File: src/rtl/otp_macro_cmd_initiator.sv
// otp_macro_cmd_initiator
//   Requester side of the generic OTP macro command interface. Host ops are
//   encoded to sparse 7-bit macro commands, driven on a valid/ready request
//   channel, and the macro response (rdata/err) is returned to the host as a
//   one-cycle pulse. After reset the block issues Init first, latches fatal
//   errors, counts correctable ECC responses, and times out a silent macro.
//
// Ports
//   clk_i, rst_i                      clock, synchronous active-high reset
//   host_req_i/op/size/addr/wdata     host op request (op 0..4 legal, 5..7 illegal)
//   host_gnt_o                        op accepted this cycle (IDLE only)
//   host_rvalid_o/rdata/err           one-cycle host response
//   otp_valid_o/ready_i               macro request handshake
//   otp_cmd/size/addr/wdata_o         macro request fields
//   otp_rvalid_i/rdata/err_i          macro response
//   init_done_o                       Init finished with NoError (sticky)
//   fatal_o                           sticky fatal error
//   corr_cnt_o                        saturating count of MacroEccCorrError responses
//   dbg_state_o                       current FSM state (debug observation)
//
// Handshake: a macro request transfers on a cycle where otp_valid_o and
// otp_ready_i are both high; while valid is high and ready is low, every
// request field is held stable. otp_rvalid_i is a single-cycle response that
// is only legal while a response is awaited (INIT_WAIT / WAIT).

module otp_macro_cmd_initiator #(
  parameter int AddrWidth     = 11,
  parameter int DataWidth     = 16,
  parameter int SizeWidth     = 2,
  parameter int TimeoutCycles = 1024,
  parameter int CorrCntWidth  = 8,
  localparam int BusWidth     = DataWidth * (1 << SizeWidth)
) (
  input  logic                    clk_i,
  input  logic                    rst_i,
  input  logic                    host_req_i,
  input  logic [2:0]              host_op_i,
  input  logic [SizeWidth-1:0]    host_size_i,
  input  logic [AddrWidth-1:0]    host_addr_i,
  input  logic [BusWidth-1:0]     host_wdata_i,
  output logic                    host_gnt_o,
  output logic                    host_rvalid_o,
  output logic [BusWidth-1:0]     host_rdata_o,
  output logic [2:0]              host_err_o,
  output logic                    otp_valid_o,
  input  logic                    otp_ready_i,
  output logic [6:0]              otp_cmd_o,
  output logic [SizeWidth-1:0]    otp_size_o,
  output logic [AddrWidth-1:0]    otp_addr_o,
  output logic [BusWidth-1:0]     otp_wdata_o,
  input  logic                    otp_rvalid_i,
  input  logic [BusWidth-1:0]     otp_rdata_i,
  input  logic [2:0]              otp_err_i,
  output logic                    init_done_o,
  output logic                    fatal_o,
  output logic [CorrCntWidth-1:0] corr_cnt_o,
  output logic [2:0]              dbg_state_o
);

  // err_e codes
  localparam logic [2:0] ErrNone      = 3'h0;
  localparam logic [2:0] ErrMacro     = 3'h1;
  localparam logic [2:0] ErrEccCorr   = 3'h2;
  localparam logic [2:0] ErrWriteBlnk = 3'h4;

  // sparse cmd_e encodings
  localparam logic [6:0] CmdInit     = 7'b0100000;
  localparam logic [6:0] CmdRead     = 7'b1111010;
  localparam logic [6:0] CmdWrite    = 7'b1001001;
  localparam logic [6:0] CmdReadRaw  = 7'b1010100;
  localparam logic [6:0] CmdWriteRaw = 7'b1100111;
  localparam logic [6:0] CmdZeroize  = 7'b0111101;

  localparam int TmoW = $clog2(TimeoutCycles + 1);

  // StReset only exists so that all outputs stay quiet for the cycle in
  // which reset is released; the FSM always moves on to StInitReq.
  typedef enum logic [2:0] {
    StReset, StInitReq, StInitWait, StIdle, StReq, StWait, StResp, StError
  } state_e;

  state_e state_q, state_d;

  logic [6:0]              cmd_q;
  logic [SizeWidth-1:0]    size_q;
  logic [AddrWidth-1:0]    addr_q;
  logic [BusWidth-1:0]     wdata_q;
  logic                    is_read_q;
  logic [BusWidth-1:0]     rsp_rdata_q;
  logic [2:0]              rsp_err_q;
  logic                    err_rsp_q, err_rsp_d;
  logic                    fatal_q, init_done_q;
  logic [CorrCntWidth-1:0] corr_q;
  logic [TmoW-1:0]         tmo_q;

  logic fatal_set, init_done_set, grant_legal, cap_rsp, cap_tmo, corr_inc;
  logic counting, tmo_expired, stray_rsp, op_legal;

  function automatic logic [6:0] encode_cmd(input logic [2:0] op);
    case (op)
      3'd0:    encode_cmd = CmdRead;
      3'd1:    encode_cmd = CmdWrite;
      3'd2:    encode_cmd = CmdReadRaw;
      3'd3:    encode_cmd = CmdWriteRaw;
      3'd4:    encode_cmd = CmdZeroize;
      default: encode_cmd = CmdInit;
    endcase
  endfunction

  assign op_legal    = (host_op_i <= 3'd4);
  assign counting    = state_q inside {StInitReq, StInitWait, StReq, StWait};
  assign tmo_expired = counting && (tmo_q == TmoW'(TimeoutCycles - 1));
  // A response is only expected while waiting; in ERROR it is simply ignored.
  assign stray_rsp   = otp_rvalid_i && !(state_q inside {StInitWait, StWait, StError});

  // State register
  always_ff @(posedge clk_i) begin
    if (rst_i) state_q <= StReset;
    else       state_q <= state_d;
  end

  // Next-state logic
  always_comb begin
    state_d       = state_q;
    fatal_set     = 1'b0;
    init_done_set = 1'b0;
    grant_legal   = 1'b0;
    err_rsp_d     = 1'b0;
    cap_rsp       = 1'b0;
    cap_tmo       = 1'b0;
    corr_inc      = 1'b0;
    case (state_q)
      StReset: state_d = StInitReq;
      StInitReq: begin
        if (tmo_expired) begin
          state_d   = StError;
          fatal_set = 1'b1;
        end else if (otp_ready_i) begin
          state_d = StInitWait;
        end
      end
      StInitWait: begin
        if (otp_rvalid_i) begin
          if (otp_err_i == ErrNone) begin
            state_d       = StIdle;
            init_done_set = 1'b1;
          end else begin
            state_d   = StError;
            fatal_set = 1'b1;
          end
        end else if (tmo_expired) begin
          state_d   = StError;
          fatal_set = 1'b1;
        end
      end
      StIdle: begin
        if (host_req_i) begin
          // A granted op that cannot proceed still owes the host a response.
          if (op_legal && !otp_rvalid_i) begin
            state_d     = StReq;
            grant_legal = 1'b1;
          end else begin
            err_rsp_d = 1'b1;
          end
        end
      end
      StReq: begin
        if (tmo_expired) begin
          state_d   = StResp;
          fatal_set = 1'b1;
          cap_tmo   = 1'b1;
        end else if (otp_ready_i) begin
          state_d = StWait;
        end
      end
      StWait: begin
        // A response arriving on the expiry cycle is taken as a normal one.
        if (otp_rvalid_i) begin
          state_d = StResp;
          cap_rsp = 1'b1;
        end else if (tmo_expired) begin
          state_d   = StResp;
          fatal_set = 1'b1;
          cap_tmo   = 1'b1;
        end
      end
      StResp: begin
        if (rsp_err_q inside {ErrNone, ErrEccCorr, ErrWriteBlnk}) begin
          state_d  = StIdle;
          corr_inc = (rsp_err_q == ErrEccCorr);
        end else begin
          state_d   = StError;
          fatal_set = 1'b1;
        end
      end
      StError: err_rsp_d = host_req_i;
      default: begin
        state_d   = StError;
        fatal_set = 1'b1;
      end
    endcase
    if (stray_rsp) begin
      state_d   = StError;
      fatal_set = 1'b1;
    end
  end

  // Output logic
  always_comb begin
    host_gnt_o    = (state_q == StIdle) && host_req_i;
    otp_valid_o   = 1'b0;
    otp_cmd_o     = CmdInit;
    otp_size_o    = '0;
    otp_addr_o    = '0;
    otp_wdata_o   = '0;
    host_rvalid_o = 1'b0;
    host_rdata_o  = '0;
    host_err_o    = ErrNone;
    case (state_q)
      StInitReq: otp_valid_o = 1'b1;
      StReq: begin
        otp_valid_o = 1'b1;
        otp_cmd_o   = cmd_q;
        otp_size_o  = size_q;
        otp_addr_o  = addr_q;
        otp_wdata_o = wdata_q;
      end
      StResp: begin
        host_rvalid_o = 1'b1;
        host_rdata_o  = rsp_rdata_q;
        host_err_o    = rsp_err_q;
      end
      default: ;
    endcase
    // Illegal-op and ERROR-state replies never coincide with StResp.
    if (err_rsp_q) begin
      host_rvalid_o = 1'b1;
      host_err_o    = ErrMacro;
    end
  end

  // Datapath and status registers
  always_ff @(posedge clk_i) begin
    if (rst_i) begin
      cmd_q       <= CmdInit;
      size_q      <= '0;
      addr_q      <= '0;
      wdata_q     <= '0;
      is_read_q   <= 1'b0;
      rsp_rdata_q <= '0;
      rsp_err_q   <= ErrNone;
      err_rsp_q   <= 1'b0;
      fatal_q     <= 1'b0;
      init_done_q <= 1'b0;
      corr_q      <= '0;
      tmo_q       <= '0;
    end else begin
      err_rsp_q <= err_rsp_d;
      if (grant_legal) begin
        cmd_q     <= encode_cmd(host_op_i);
        size_q    <= host_size_i;
        addr_q    <= host_addr_i;
        wdata_q   <= host_wdata_i;
        is_read_q <= (host_op_i == 3'd0) || (host_op_i == 3'd2);
      end
      if (cap_rsp) begin
        rsp_err_q   <= otp_err_i;
        // Only reads with usable data pass rdata through to the host.
        rsp_rdata_q <= (is_read_q && (otp_err_i inside {ErrNone, ErrEccCorr}))
                       ? otp_rdata_i : '0;
      end else if (cap_tmo) begin
        rsp_err_q   <= ErrMacro;
        rsp_rdata_q <= '0;
      end
      if (fatal_set)     fatal_q     <= 1'b1;
      if (init_done_set) init_done_q <= 1'b1;
      if (corr_inc && (corr_q != '1)) corr_q <= corr_q + CorrCntWidth'(1);
      // Timeout window restarts on each entry into a request state.
      if ((state_d inside {StReq, StInitReq}) && (state_d != state_q)) tmo_q <= '0;
      else if (counting) tmo_q <= tmo_q + TmoW'(1);
    end
  end

  assign init_done_o = init_done_q;
  assign fatal_o     = fatal_q;
  assign corr_cnt_o  = corr_q;
  assign dbg_state_o = state_q;

endmodule

File: config.mk
export PLATFORM = sky130hd
export DESIGN_NAME = otp_macro_cmd_initiator
export DESIGN_NICKNAME = d
export VERILOG_FILES = /design/src/rtl/otp_macro_cmd_initiator.sv
export SDC_FILE = /design/constraint.sdc
export NUM_CORES = 1
export LEC_CHECK = 0
export ABC_AREA = 1
export CORE_UTILIZATION = 47
export CTS_CLUSTER_SIZE = 30
export DETAILED_ROUTE_END_ITERATION = 10
export PLACE_DENSITY = 0.87
export REMOVE_ABC_BUFFERS = 1
export SLEW_MARGIN = 15
export SYNTH_ARGS = -nofsm -noshare
export SYNTH_HDL_FRONTEND = slang
export SYNTH_SLANG_ARGS = --single-unit
File: constraint.sdc
create_clock -name clk_i -period 3.5 [get_ports clk_i]
set_input_delay 1.05 -clock clk_i [delete_from_list [all_inputs] [get_ports clk_i]]
set_output_delay 1.05 -clock clk_i [all_outputs]
set_load 0.03 [all_outputs]
==> out/metrics.cfg <==
[outcome]
status = finished, final reports clean

[power]
combPwrFrac_pct = 14.2
p_sw_share_pct = 25.0
intPower_mw = 3.62
switchingPower_mw = 1.21
peakVddDrop_mv = 0.307
seq_power_share_pct = 43.1
power.density_nw_per_um2 = 407
power_frac_clock_pct = 42.7
p_leak_nw = 4.96
finalPower_mw = 4.83

[place]
placed_cell_area_sq_um = 11100
dpl.hpwl_um = 16600
portBuffers = 318
gp_congestion = 0.823

[clock_network]
clock_path_buffers = 2
clkSinkCount = 177
numCtsBuffers = 17
cts_tree = built
cts_setup_buffers = 0
hold_buffers = 0
clk_root_buffer_cell = clkbuf_16
insertion_delay_ns = 0.43
clk_pin_slew_ns = 0.06
cts.htree.levels = 4

[grt]
grt_pass1_wl_um = 34700
grt_usage_pct = 26.4
grt_pass1_vias = 7259
overflow = 0
grt_max_degree = 90
antenna_found_initial = 1

[critical_path]
r2r-end = tmo_q[10]
slowest_delay_ns = 0.74
r2r-start = dbg_state_o[0]
setup.worst_path.end = otp_wdata_o[34]
reg2regPathDepth = 13
critPathMaxFanout = 19
cp.required_ns = 2.45
crit_type = reg2out
critPathCaptureType = primary output
critical_path.startpoint = dbg_state_o[2]
cp.arrival_ns = 2.34
worst-r2r-setup-slack_ns = 1.36
cp_slowest_cell = clkdlybuf4s50_1
cp-start-kind = register
crit_chain = inv_2 > nor2_4 > nand2_4 > buf_4 > nor2_1 > clkdlybuf4s50_1

[route]
drc = 0
wl_per_cell_um = 14.2
first_pass_iters = 7
vias_per_cell = 4.90
finalWirelength_um = 23200
drtIter0Drc = 405
routed-via-count = 7995
ant_nets = 0

[die]
die-area_sq_um = 17000
ios = 319
die_x_um = 131
coreArea_sq_um = 16000
floorplan.initialDensity_pct = 48.6
rows = 46
die_h_um = 131

[sta]
rsz0062_at_grt = false
post-route-period-util_pct = 96.7
whs_ns = 0.450
relSlewSlack_pct = 41.3
tns_ns = 0
hold_violations = 0
maxSlewViolCount = 0
skew_ns = 0.0147
fmax_mhz = 295
worst_slew_pin_slew_ns = 0.881
setup_viol = 0
layout_min_cycle_time_ns = 3.39

[synthesis]
yosys_warnings = 0
synth_seq_cells = 177
synth_edf_count = 0
synthesis.area_sq_um = 7770
synthesis.instances = 1117
ys.flop_type = dfxtp_1
async_flop_share_pct = 0
synth_area_per_cell_sq_um = 6.95
seq_area_frac_synth_pct = 45.6
synth_cell_type_count = 42

[layout]
drive_gt1_share_pct = 6.72
layout_common_cells = clkdlybuf4s50_1 (248), inv_1 (186), nand2_1 (178)
final_nets = 1555
syn_to_final_growth_pct = 52.6
layout_commonest_cell = clkdlybuf4s50_1
final_area_sq_um = 11900
n_fill_cell = 1166

[flow_run]
max_cap_violations = 0

[min_path]
holdCritPathClass = reg2reg

-- power by group through the flow --
stage	Combinational (mW)	Clock, mW	Sequential, mW
after floorplan	0.312	0	2.15
after global placement	0.666	0	2.12
after detailed placement	0.677	0	2.13
after CTS	0.683	2.09	2.08
after global routing	0.745	2.18	2.09
final	0.684	2.06	2.08
-- metal layers --
layer | vias up | GRT usage [%] | wire length, um
li1 | 4015 | - | -
met1 | 3634 | 27.1 | 8650
met2 | 309 | 46.6 | 11500
met3 | 37 | 11.2 | 2510
met4 | 0 | 11.6 | 555
met5 | - | 0 | 0
-- cell usage after synthesis (2+ instances only) --
cell type  instances  area (sq um)
a21oi_1          159           796
inv_2              7          26.3
a211oi_1           2          15.0
clkbuf_1          48           180
nand2_1          178           668
xnor2_1            5          43.8
nand3_1           14          70.1
o21ai_0           85           425
dfxtp_1          177          3540
nor3_1             6          30.0
buf_2              2          10.0
a31oi_1            3          18.8
nand4_1            4          25.0
ha_1               2          25.0
nand3_2            3          30.0
xor2_1             5          43.8
nor2_2            16           100
buf_4             11          82.6
nand2_2            7          43.8
nand2_4            3          33.8
buf_1              2          7.51
inv_1            187           702
nor2_4             2          22.5
nor4_1             3          18.8
buf_6              4          45.0
nor2_1           166           623
-- per-stage QoR --
stage	cells	worst slack [ns]	util (%)
global placement	1598	0.384	69.4
finish	1631	0.115	74.1
CTS	1630	0.0428	73.3
global route	1630	0.00989	74.1
detailed placement	1598	0.333	69.4
floorplan	1050	-0.667	-
-- state kept, by name (all words and copies together), names as in the netlist, 2 cells and up --
register,flops
rsp_err_q,3
wdata_q,64
dbg_state_o,3
size_q,2
cmd_q,7
rsp_rdata_q,64
addr_q,11
corr_cnt_o,8
tmo_q,11
-- how the worst min path moves through the flow --
stage | startpoint | to | cells after the start
floorplan | addr_q[0] | addr_q[0] | 2
detailed placement | wdata_q[1] | wdata_q[1] | 2
finish | addr_q[8] | addr_q[8] | 2
global placement | wdata_q[32] | wdata_q[32] | 2
CTS | wdata_q[1] | wdata_q[1] | 2
global route | wdata_q[33] | wdata_q[33] | 2
-- critical path: cells and delay by family, from the launching register on --
kind	cells	cell delay (ns)
buffers and inverters	3	1.07
flip-flops	1	0.42
AND/OR/NAND/NOR	3	0.40
-- kinds of logic (layout without fill, tap and decap cells) --
logic type	after synthesis	count (layout)	share of synthesized area (%)
fa+ha+maj	2	2	0.322
compound gates	258	258	17.1
flops	177	177	45.6
xor+xnor	10	10	1.13
simple gates	407	407	22.1
mux	1	1	0.129
other cells	0	1	0
buf+inv	262	559	13.6
-- repair_timing --
item                       4_1_cts  5_1_grt
gates resized for setup         20       48
setup endpoints to repair       67       56
gates cloned                     0        0
-- final cells by class --
cell class | instances | area (sq um) | share of cell area, %
flip-flops and latches | 177 | 3540 | 29.9
inverters | 195 | 734 | 6.19
clock buffers | 21 | 470 | 3.97
clock inverters | 11 | 175 | 1.48
well taps | 216 | 270 | 2.28
multi-input cells | 678 | 3180 | 26.8
diodes | 1 | 2.50 | 0.0211
repair buffers | 332 | 3480 | 29.4
(Power assumes the default switching activity.)
